$ cat config.mk
export PLATFORM = sky130hd
export DESIGN_NAME = trap_csr_unit
export DESIGN_NICKNAME = d
export VERILOG_FILES = /design/src/rtl/trap_pkg.sv /design/src/rtl/irq_sync.sv /design/src/rtl/trap_csr_unit.sv
export SDC_FILE = /design/constraint.sdc
export NUM_CORES = 1
export LEC_CHECK = 0
export BUFFER_PORTS_ARGS = -buffer_cell sky130_fd_sc_hd__buf_4
export CAP_MARGIN = 20
export CORE_MARGIN = 10
export CORE_UTILIZATION = 45
export CTS_BUF_LIST = sky130_fd_sc_hd__clkbuf_16
export DETAILED_ROUTE_END_ITERATION = 8
export GPL_ROUTABILITY_DRIVEN = 0
export PLACE_DENSITY = 0.74
export REMOVE_ABC_BUFFERS = 1
export SYNTH_ARGS = -nofsm -noshare
export SYNTH_HDL_FRONTEND = slang
export SYNTH_SLANG_ARGS = --single-unit
$ cat constraint.sdc
create_clock -name clk -period 3 [get_ports clk]
set_input_delay 0 -clock clk [delete_from_list [all_inputs] [get_ports clk]]
set_output_delay 0 -clock clk [all_outputs]
set_load 0.02 [all_outputs]
$ cat src/rtl/trap_pkg.sv
// Shared constants for the machine-mode trap/CSR unit: CSR addresses, cause codes,
// Zicsr func3 encodings and mstatus bit positions.
package trap_pkg;

    localparam logic [11:0] CSR_MSTATUS  = 12'h300;
    localparam logic [11:0] CSR_MIE      = 12'h304;
    localparam logic [11:0] CSR_MTVEC    = 12'h305;
    localparam logic [11:0] CSR_MSCRATCH = 12'h340;
    localparam logic [11:0] CSR_MEPC     = 12'h341;
    localparam logic [11:0] CSR_MCAUSE   = 12'h342;
    localparam logic [11:0] CSR_MTVAL    = 12'h343;
    localparam logic [11:0] CSR_MIP      = 12'h344;
    localparam logic [11:0] CSR_MCYCLE   = 12'hB00;
    localparam logic [11:0] CSR_MINSTRET = 12'hB02;

    localparam logic [4:0] IRQ_MSI     = 5'd3;
    localparam logic [4:0] IRQ_MTI     = 5'd7;
    localparam logic [4:0] IRQ_MEI     = 5'd11;
    localparam logic [4:0] EXC_ILLEGAL = 5'd2;
    localparam logic [4:0] EXC_EBREAK  = 5'd3;
    localparam logic [4:0] EXC_ECALL   = 5'd11;

    localparam logic [2:0] F3_CSRRW  = 3'b001;
    localparam logic [2:0] F3_CSRRS  = 3'b010;
    localparam logic [2:0] F3_CSRRC  = 3'b011;
    localparam logic [2:0] F3_CSRRWI = 3'b101;
    localparam logic [2:0] F3_CSRRSI = 3'b110;
    localparam logic [2:0] F3_CSRRCI = 3'b111;

    localparam int unsigned MSTATUS_MIE  = 3;
    localparam int unsigned MSTATUS_MPIE = 7;

endpackage

$ cat src/rtl/irq_sync.sv
// Two-flop synchronizer for asynchronous level inputs, async active-low reset to 0.
module irq_sync #(
    parameter int unsigned Width = 1
) (
    input  logic             clk_i,
    input  logic             rst_ni,
    input  logic [Width-1:0] d_i,
    output logic [Width-1:0] q_o
);

    logic [Width-1:0] meta_q;
    logic [Width-1:0] sync_q;

    always_ff @(posedge clk_i or negedge rst_ni) begin
        if (!rst_ni) begin
            meta_q <= '0;
            sync_q <= '0;
        end else begin
            meta_q <= d_i;
            sync_q <= meta_q;
        end
    end

    assign q_o = sync_q;

endmodule

$ cat src/rtl/trap_csr_unit.sv
// Machine-mode trap and CSR unit: interrupts, exceptions, mret, Zicsr access and counters.
// Redirect and CSR read data are combinational; all state updates at the rising edge.
module trap_csr_unit
    import trap_pkg::*;
#(
    parameter int unsigned XLEN          = 64,
    parameter logic [63:0] MTVEC_RESET   = 64'h0,
    parameter logic [63:0] MSTATUS_RESET = 64'ha00001800,
    parameter bit          VECTORED_EN   = 1'b1
) (
    input  logic            clk,
    input  logic            rst,
    input  logic            i_valid,
    input  logic [XLEN-1:0] i_pc,
    input  logic            i_exc,
    input  logic [4:0]      i_exc_cause,
    input  logic [XLEN-1:0] i_exc_tval,
    input  logic            i_ismret,
    input  logic            i_iscsr,
    input  logic [11:0]     i_csr_addr,
    input  logic [2:0]      i_func3,
    input  logic [XLEN-1:0] i_rs1,
    input  logic [4:0]      i_zimm,
    input  logic            irq_msip,
    input  logic            irq_mtip,
    input  logic            irq_meip,
    output logic            o_redirect,
    output logic [XLEN-1:0] o_redirect_pc,
    output logic [XLEN-1:0] o_csr_rdata,
    output logic            o_illegal_csr,
    output logic            o_mstatus_mie
);

    localparam logic [XLEN-1:0] IrqMask = XLEN'(12'h888);

    logic            mie_bit_q, mie_bit_d, mpie_q, mpie_d;
    logic [XLEN-1:0] mie_q, mie_d, mtvec_q, mtvec_d, mscratch_q, mscratch_d;
    logic [XLEN-1:0] mepc_q, mepc_d, mcause_q, mcause_d, mtval_q, mtval_d;
    logic [XLEN-1:0] mcycle_q, mcycle_d, minstret_q, minstret_d;

    logic            meip_sync;
    logic [XLEN-1:0] mip, mstatus_rd, pend, src, wdata, tvec_base;
    logic            csr_ok, irq_any, trap, mret_take, csr_we;
    logic [4:0]      irq_code;

    irq_sync #(
        .Width(1)
    ) u_meip_sync (
        .clk_i (clk),
        .rst_ni(rst),
        .d_i   (irq_meip),
        .q_o   (meip_sync)
    );

    always_comb begin
        mip            = '0;
        mip[IRQ_MSI]   = irq_msip;
        mip[IRQ_MTI]   = irq_mtip;
        mip[IRQ_MEI]   = meip_sync;
        mstatus_rd     = MSTATUS_RESET[XLEN-1:0];
        mstatus_rd[12:11]          = 2'b11;
        mstatus_rd[MSTATUS_MIE]    = mie_bit_q;
        mstatus_rd[MSTATUS_MPIE]   = mpie_q;

        csr_ok      = 1'b1;
        o_csr_rdata = '0;
        case (i_csr_addr)
            CSR_MSTATUS:  o_csr_rdata = mstatus_rd;
            CSR_MIE:      o_csr_rdata = mie_q;
            CSR_MTVEC:    o_csr_rdata = mtvec_q;
            CSR_MSCRATCH: o_csr_rdata = mscratch_q;
            CSR_MEPC:     o_csr_rdata = mepc_q;
            CSR_MCAUSE:   o_csr_rdata = mcause_q;
            CSR_MTVAL:    o_csr_rdata = mtval_q;
            CSR_MIP:      o_csr_rdata = mip;
            CSR_MCYCLE:   o_csr_rdata = mcycle_q;
            CSR_MINSTRET: o_csr_rdata = minstret_q;
            default:      csr_ok      = 1'b0;
        endcase
    end

    assign o_illegal_csr = i_iscsr & ~csr_ok;
    assign o_mstatus_mie = mie_bit_q;

    // Interrupt priority: MEI > MSI > MTI.
    assign pend     = mip & mie_q & IrqMask;
    assign irq_any  = mie_bit_q & (|pend);
    assign irq_code = pend[IRQ_MEI] ? IRQ_MEI : (pend[IRQ_MSI] ? IRQ_MSI : IRQ_MTI);

    assign trap      = i_valid & (irq_any | i_exc);
    assign mret_take = i_valid & i_ismret & ~trap;
    assign csr_we    = i_valid & i_iscsr & ~trap & (i_func3[1:0] != 2'b00) & csr_ok;

    assign src = i_func3[2] ? XLEN'(i_zimm) : i_rs1;
    always_comb begin
        case (i_func3[1:0])
            2'b01:   wdata = src;
            2'b10:   wdata = o_csr_rdata | src;
            2'b11:   wdata = o_csr_rdata & ~src;
            default: wdata = o_csr_rdata;
        endcase
    end

    assign tvec_base  = mtvec_q & ~XLEN'(3);
    assign o_redirect = trap | mret_take;
    always_comb begin
        o_redirect_pc = mepc_q;
        if (trap) begin
            o_redirect_pc = tvec_base;
            if (irq_any && mtvec_q[1:0] == 2'b01) begin
                o_redirect_pc = tvec_base + (XLEN'(irq_code) << 2);
            end
        end
    end

    always_comb begin
        mie_bit_d  = mie_bit_q;
        mpie_d     = mpie_q;
        mie_d      = mie_q;
        mtvec_d    = mtvec_q;
        mscratch_d = mscratch_q;
        mepc_d     = mepc_q;
        mcause_d   = mcause_q;
        mtval_d    = mtval_q;
        mcycle_d   = mcycle_q + XLEN'(1);
        minstret_d = minstret_q + XLEN'(i_valid & ~trap);

        if (trap) begin
            mepc_d             = i_pc & ~XLEN'(3);
            mcause_d           = '0;
            mcause_d[XLEN-1]   = irq_any;
            mcause_d[4:0]      = irq_any ? irq_code : i_exc_cause;
            mtval_d            = irq_any ? '0 : i_exc_tval;
            mpie_d             = mie_bit_q;
            mie_bit_d          = 1'b0;
        end else if (mret_take) begin
            mie_bit_d = mpie_q;
            mpie_d    = 1'b1;
        end

        // CSR writes override the counter increments on the same edge.
        if (csr_we) begin
            case (i_csr_addr)
                CSR_MSTATUS: begin
                    mie_bit_d = wdata[MSTATUS_MIE];
                    mpie_d    = wdata[MSTATUS_MPIE];
                end
                CSR_MIE: mie_d = wdata & IrqMask;
                CSR_MTVEC: begin
                    mtvec_d = wdata;
                    if (wdata[1] || !VECTORED_EN) mtvec_d[1:0] = 2'b00;
                end
                CSR_MSCRATCH: mscratch_d = wdata;
                CSR_MEPC:     mepc_d     = wdata & ~XLEN'(3);
                CSR_MCAUSE:   mcause_d   = wdata;
                CSR_MTVAL:    mtval_d    = wdata;
                CSR_MCYCLE:   mcycle_d   = wdata;
                CSR_MINSTRET: minstret_d = wdata;
                default:      ;
            endcase
        end
    end

    always_ff @(posedge clk or negedge rst) begin
        if (!rst) begin
            mie_bit_q  <= MSTATUS_RESET[MSTATUS_MIE];
            mpie_q     <= MSTATUS_RESET[MSTATUS_MPIE];
            mie_q      <= '0;
            mtvec_q    <= MTVEC_RESET[XLEN-1:0];
            mscratch_q <= '0;
            mepc_q     <= '0;
            mcause_q   <= '0;
            mtval_q    <= '0;
            mcycle_q   <= '0;
            minstret_q <= '0;
        end else begin
            mie_bit_q  <= mie_bit_d;
            mpie_q     <= mpie_d;
            mie_q      <= mie_d;
            mtvec_q    <= mtvec_d;
            mscratch_q <= mscratch_d;
            mepc_q     <= mepc_d;
            mcause_q   <= mcause_d;
            mtval_q    <= mtval_d;
            mcycle_q   <= mcycle_d;
            minstret_q <= minstret_d;
        end
    end

endmodule
======== Word level (Yosys, flattened, before mapping) ========
Index checks and enable logic that the tools add are counted.
storage, ports and cells
  register bits after elaboration ......... 455
  bits of input ports ..................... 226
  output and inout port bits .............. 131
  logic and storage cells ................. 87
operators by class
  $add $sub $neg .......................... 3
  eq/ne operators ......................... 14
  mux-type cells .......................... 32
  bitwise logic cells ..................... 19
  reductions and logical operators ........ 7
operators with widths
  cell                                                               number
  64-bit two-way mux                                                 17
  64-bit one-hot mux with 10 select lines                            1
  64-bit one-hot mux with 3 select lines                             1
  12-bit by 10-bit == test with 1-bit output, second input constant  8
  64-bit by 1-bit adder with 64-bit output, second input constant    1
  64-bit by 6-bit adder with 64-bit output                           1
  64-bit adder                                                       1
  1-bit by 64-bit bitwise AND with 64-bit output                     1
  64-bit bitwise AND                                                 1
  1-bit NOT with 64-bit output                                       1
  64-bit NOT                                                         1
  64-bit bitwise OR                                                  1
  12-bit == test, second input constant                              2
  12-bit bitwise AND                                                 1
  1-bit two-way mux                                                  10
  10-bit OR reduction                                                1
  1-bit bitwise AND                                                  9
  2-bit AND reduction                                                3
  5-bit two-way mux                                                  1
  2-bit by 1-bit == test with 1-bit output, second input constant    2
  2-bit == test, second input constant                               2
  4-bit two-way mux                                                  1
  3-bit two-way mux                                                  1
  3-bit OR reduction                                                 1
  other kinds (4)                                                    6

======== Depth between registers and ports, before layout ========
  word-level depth ........................ 11
  gate-level depth with buffers ........... 13
  depth with buffers taken out ............ 11

======== Modules after synthesis ========
A second synthesis with hierarchy kept.
unflattened totals
  cell total of the unflattened synthesis .. 3,362
  area, all modules ....................... 28,262.1 sq um
by module, submodules not included
  module         instances  cells each  area each (sq um)  sequential area each (sq um)
  trap_csr_unit  1          3,360       28,212.1           11,310.8
  irq_sync       1          2           50.0               50.0

======== Worst setup path before layout ========
No wires, ideal clock.
  path kind ............................... register -> register
  start point ............................. register mie_q[11]
  end point ............................... register minstret_q[49]
  setup time .............................. 133 ps
  arrival ................................. 3,157 ps
  required time ........................... 2,867 ps
  path slack .............................. -290 ps
  cell stages (with the launch flop) ...... 13
  buffers on the path ..................... 2
  clock period less this slack ............ 3,290 ps
  path through ............................ dfrtp_1 -> a222oi_1 -> nand2b_1 -> clkbuf_1 -> and2_1 -> ha_1 -> and3_1 -> clkbuf_1 -> nand4_1 -> nor4_2 -> nand4_1 -> xor2_1 -> mux2i_1
on the way
  word-level cells in the longest chain between the ends .. 10
  elaborated cells between the ends (all ways) .. 14
  those cells by class .................... add/sub (1); mux (2); bitwise (10); reduce/logical (1)
RTL lines
  item                                                                                        line                                       text
  from (decl)                                                                                 trap_csr_unit.sv:37                        logic [XLEN-1:0] mie_q, mie_d, mtvec_q, mtvec_d, mscratch_q, mscratch_d;
  from (signal assigned)                                                                      trap_csr_unit.sv:179                       mie_q <= mie_d;
  12-bit bitwise AND *                                                                        trap_csr_unit.sv:86                        assign pend = mip & mie_q & IrqMask;
  3-bit OR reduction *                                                                        trap_csr_unit.sv:87                        assign irq_any = mie_bit_q & (|pend);
  1-bit bitwise AND *                                                                         trap_csr_unit.sv:87
  1-bit bitwise OR *                                                                          trap_csr_unit.sv:90                        assign trap = i_valid & (irq_any | i_exc);
  1-bit bitwise AND *                                                                         trap_csr_unit.sv:90
  1-bit NOT with 64-bit output / 1-bit NOT (equally long branches)                            trap_csr_unit.sv:126, trap_csr_unit.sv:92
  1-bit by 64-bit bitwise AND with 64-bit output / 1-bit bitwise AND (equally long branches)  trap_csr_unit.sv:126, trap_csr_unit.sv:92
  64-bit adder / 1-bit bitwise AND (equally long branches)                                    trap_csr_unit.sv:126, trap_csr_unit.sv:92
  64-bit two-way mux / 1-bit bitwise AND (equally long branches)                              trap_csr_unit.sv:143, trap_csr_unit.sv:92
  64-bit two-way mux *                                                                        trap_csr_unit.sv:142                       if (csr_we) begin
  named net minstret_d[49]                                                                    trap_csr_unit.sv:39                        logic [XLEN-1:0] mcycle_q, mcycle_d, minstret_q, minstret_d;
  to (signal assigned)                                                                        trap_csr_unit.sv:186                       minstret_q <= minstret_d;
  to (decl)                                                                                   trap_csr_unit.sv:39
Mark *: on every way through the listed nets, which the timed path passes. The rest lies on a longest branch.
A chain may end at the register's enable or synchronous reset.

======== Worst setup path after layout ========
  start point ............................. register mie_q[11]
  end point ............................... output port o_redirect_pc[55]
on the way
  word-level cells in the longest chain between the ends .. 6
  elaborated cells between the ends (all ways) .. 10
  those cells by class .................... add/sub (1); mux (3); bitwise (4); reduce/logical (2)
RTL lines
  item                                                                              line                  text
  12-bit bitwise AND *                                                              trap_csr_unit.sv:86
  branches (longest 4 deep; another with 64-bit by 6-bit adder with 64-bit output)  -
  64-bit two-way mux *                                                              trap_csr_unit.sv:108  if (trap) begin
  to (decl)                                                                         trap_csr_unit.sv:28   output logic [XLEN-1:0] o_redirect_pc,
Every way passes the cells marked *.

==> impl_metrics.ini <==
[status]
outcome = finished, violations left
failing_checks = setup timing

[routing]
routed_via_density = 6.284
drt-pass1-iter-count = 6
postRouteWirelength_mm = 111.4
vias = 28470
drt-wirelength-per-cell_um = 24.59
detail_route.drc_violations = 0
final_antenna_violating_net_count = 0
drtIter0Drc = 3308

[floorplan]
floorplan.die.width_um = 269.0
design.core.area_um2 = 61480
die_y_um = 269.0
core_rows = 91
initial_core_util = 0.4536
boundaryPins = 357
die-area_um2 = 72340

[clocking]
cts_sinks = 454
tritoncts = done
clk_transition_reported_paths_ns = 0.06
worstSkewPairLatency_ns = 0.61
clockRootBuffer = clkbuf_16
clockBufferDepth = 3
htreeDepth = 2
cts-buffers-inserted = 51

[global_routing]
largest_net_degree_at_the_start_of_global_routing = 76
overflow = 0
grt_pass1_wl_mm = 163.4
grt_antenna_before_repair = 2
grt_pass1_vias = 27540
globalRouteTotalUtil = 0.2875

[logic_synthesis]
synth.lib_cells_used.distinct = 76
yosys_most_used_dff = dfrtp_1
synth-seq-cells = 454
yosysTopAreaCell = dfrtp_1
yosysSeqAreaShare = 0.4073
synth-edff-count = 0
syn_area_um2 = 27890
synth.top_cells.by_count = dfrtp_1, nand2_1, a21oi_1, o21ai_0, clkbuf_1
leading_post_synthesis_cells_by_cell_area = dfrtp_1, nand2_1, xnor2_1
ys_async_sr_fraction = 1.000
postSynthAreaPerCell_um2 = 8.651
netlist.area_leader.share = 0.4073
synthesis.instances = 3224
yosysWarningCount = 0
post-synth-top-count-cell = dfrtp_1

[timing]
grt_setup_unrepaired = true
transition_time_of_the_tightest_slew_check_pin_ns = 1.237
setup-violations-final = 44
fin_crit_ns = 3.184
clock-skew-final_ns = 0.01468
hold_violations = 0
final.hold.worst_slack_ns = 0.002697
post-route-worst-setup-slack_ns = -0.1839
timing_max_transition_violations_final = 0
max_clock_freq_mhz = 314.1
finalCritPeriodShare = 1.061
max-slew-margin-rel = 0.1681

[worst_setup_path]
critical_path_peak_fanout = 5
worst_ep_required_time_ns = 3.00
worstSetupPathType = reg -> out
critical_path.cell_chain = and2_4 -> a21oi_4 -> ha_4 -> o21a_1 -> o21a_1 -> o2111ai_4 -> buf_12 -> clkbuf_16 -> nor4_2 -> xnor2_1 -> o21ai_1 -> buf_4
startpoint_type = register
worstSetupEndpointType = primary output
cp_common_cell = o21a_1
critPathArrivalTime_ns = 3.18
rr_startpoint = u_meip_sync.q_o
cp_slowest_stage_delay_ns = 0.42
critical_path.startpoint = mie_q[11]
crit_path_top_delay_cell = dfrtp_1

[finish]
nFillCells = 5230
area_of_the_multi_input_gates_um2 = 16060
flow.area_growth_from_synthesis_pct = 31.89
nets = 3934
num_antenna_cells = 0
drive_above_1_share = 0.2182
storage_element_area_um2 = 11360

[pwr]
power-per-cell-area_nw_per_um2 = 431.1
seq_power_share = 0.423
ir_drop_v = 0.0004208
total_leakage_power_uw = 0.01655
sw_frac_of_total = 0.2794
power_frac_clock = 0.410
pwr-share-comb = 0.167
switching_component_of_the_power_uw = 4431
internal-power_uw = 11430

[flow_run]
max_cap_check_violation_count = 0

[place]
place_ws_ns = 0.05002
buffer_ports.inserted = 354
dp.final_hpwl_mm = 74.33

[hold_path]
worst_hold_path_type = in -> async
## cell usage in the layout, fill, tap and decap left out, drive strengths merged, types with 46 or more instances in the layout
master,instances
inv,46
a22o,57
dfrtp,454
o21ai,268
nor2b,62
nand3,129
mux2i,107
nor4,73
and3,139
buf,541
a21oi,238
clkbuf,65
nand2,450
and2,66
a32oi,59
a211oi,68
dlygate4sd3,137
nor3,57
nor2,152
xnor2,145
xor2,96
a22oi,116
## metrics by stage
| stage | area (µm²) | util | power [µW] | std cells | TNS (ns) |
|---|---|---|---|---|---|
| floorplan | 26750 | - | 7891 | 2959 | -2385.50 |
| global placement | 32200 | 0.5237 | 8987 | 4252 | 0 |
| detailed placement | 32200 | 0.5237 | 9052 | 4252 | 0 |
| CTS | 35630 | 0.5795 | 15660 | 4488 | -1.620 |
| global route | 36790 | 0.5983 | 16390 | 4530 | -9.528 |
| finish | 36790 | 0.5983 | 15860 | 4530 | -3.427 |
## what timing repair did
item | 4_1_cts | 5_1_grt
setup endpoints to repair | 51 | 164
pin swaps | 12 | 35
gates resized for setup | 80 | 139
gates cloned | 1 | 16
buffers inserted | 7 | 29
hold endpoints to repair | 565 | 0
hold buffers | 137 | 0
## registers in the layout, summed over array words and instances, names as in the netlist
signal              count
o_mstatus_mie           1
mscratch_q             64
mcycle_q               64
mcause_q               64
u_meip_sync.q_o         1
minstret_q             64
mtvec_q                63
mie_q                   3
mepc_q                 64
u_meip_sync.meta_q      1
mtval_q                64
mpie_q                  1
## metal layers
| layer | vias to the layer above | share of wire | GRT usage |
|---|---|---|---|
| met2 | 1579 | 0.46 | 0.4610 |
| met4 | 0 | 0.039 | 0.1131 |
| met5 | - | 0 | 0 |
| li1 | 12580 | - | - |
| met3 | 252 | 0.094 | 0.05452 |
| met1 | 14060 | 0.40 | 0.3784 |
## power by group through the flow
stage / clock (µW) / combinational (µW) / sequential, µW
2_1_floorplan: 0 / 1170 / 6730
5_1_grt: 6790 / 2850 / 6740
6_report: 6500 / 2650 / 6710
3_3_place_gp: 0 / 2210 / 6780
4_1_cts: 6540 / 2440 / 6690
3_5_place_dp: 0 / 2250 / 6800
## worst max-delay path, delay by kind of cell, from the launching register on
family,cells,cell delay [ns]
AOI/OAI and AO/OA,5,0.98
and+or+nand+nor,2,0.25
adders and majority gates,1,0.23
DFF,1,0.42
xor gates and xnor gates,1,0.17
buffers and inverters,3,0.52
## logic make-up after synthesis
logic type | Yosys count | share of synthesized area
xor gates and xnor gates | 241 | 0.07568
DFF | 454 | 0.4073
buffers and inverters | 305 | 0.04616
muxes | 110 | 0.03961
AOI/OAI and AO/OA | 866 | 0.2004
adders and majority gates | 6 | 0.002691
and+or+nand+nor | 1242 | 0.2281
## path summary, 6_finish.rpt
path | end | slack [ns] | cells past startpoint
max in group asynchronous | mtvec_q[25] | 2.06 | 3
min in group clk | mtval_q[30] | 0.06 | 4
setup / recovery | o_redirect_pc[55] | -0.18 | 12
hold reg to reg | u_meip_sync.q_o | 0.37 | 0
hold / removal | mtvec_q[17] | 0.003 | 2
setup reg to reg | minstret_q[55] | -0.08 | 14
## cell type report
class	instances	area share
Inverter	40	0.004082
Tap cell	790	0.02687
Clock buffer	53	0.03605
Multi-Input combinational cell	2465	0.4367
Sequential cell	454	0.3089
Timing Repair Buffer	690	0.1776
Clock inverter	38	0.009830
No activity file was read; power rests on OpenSTA's default activity.
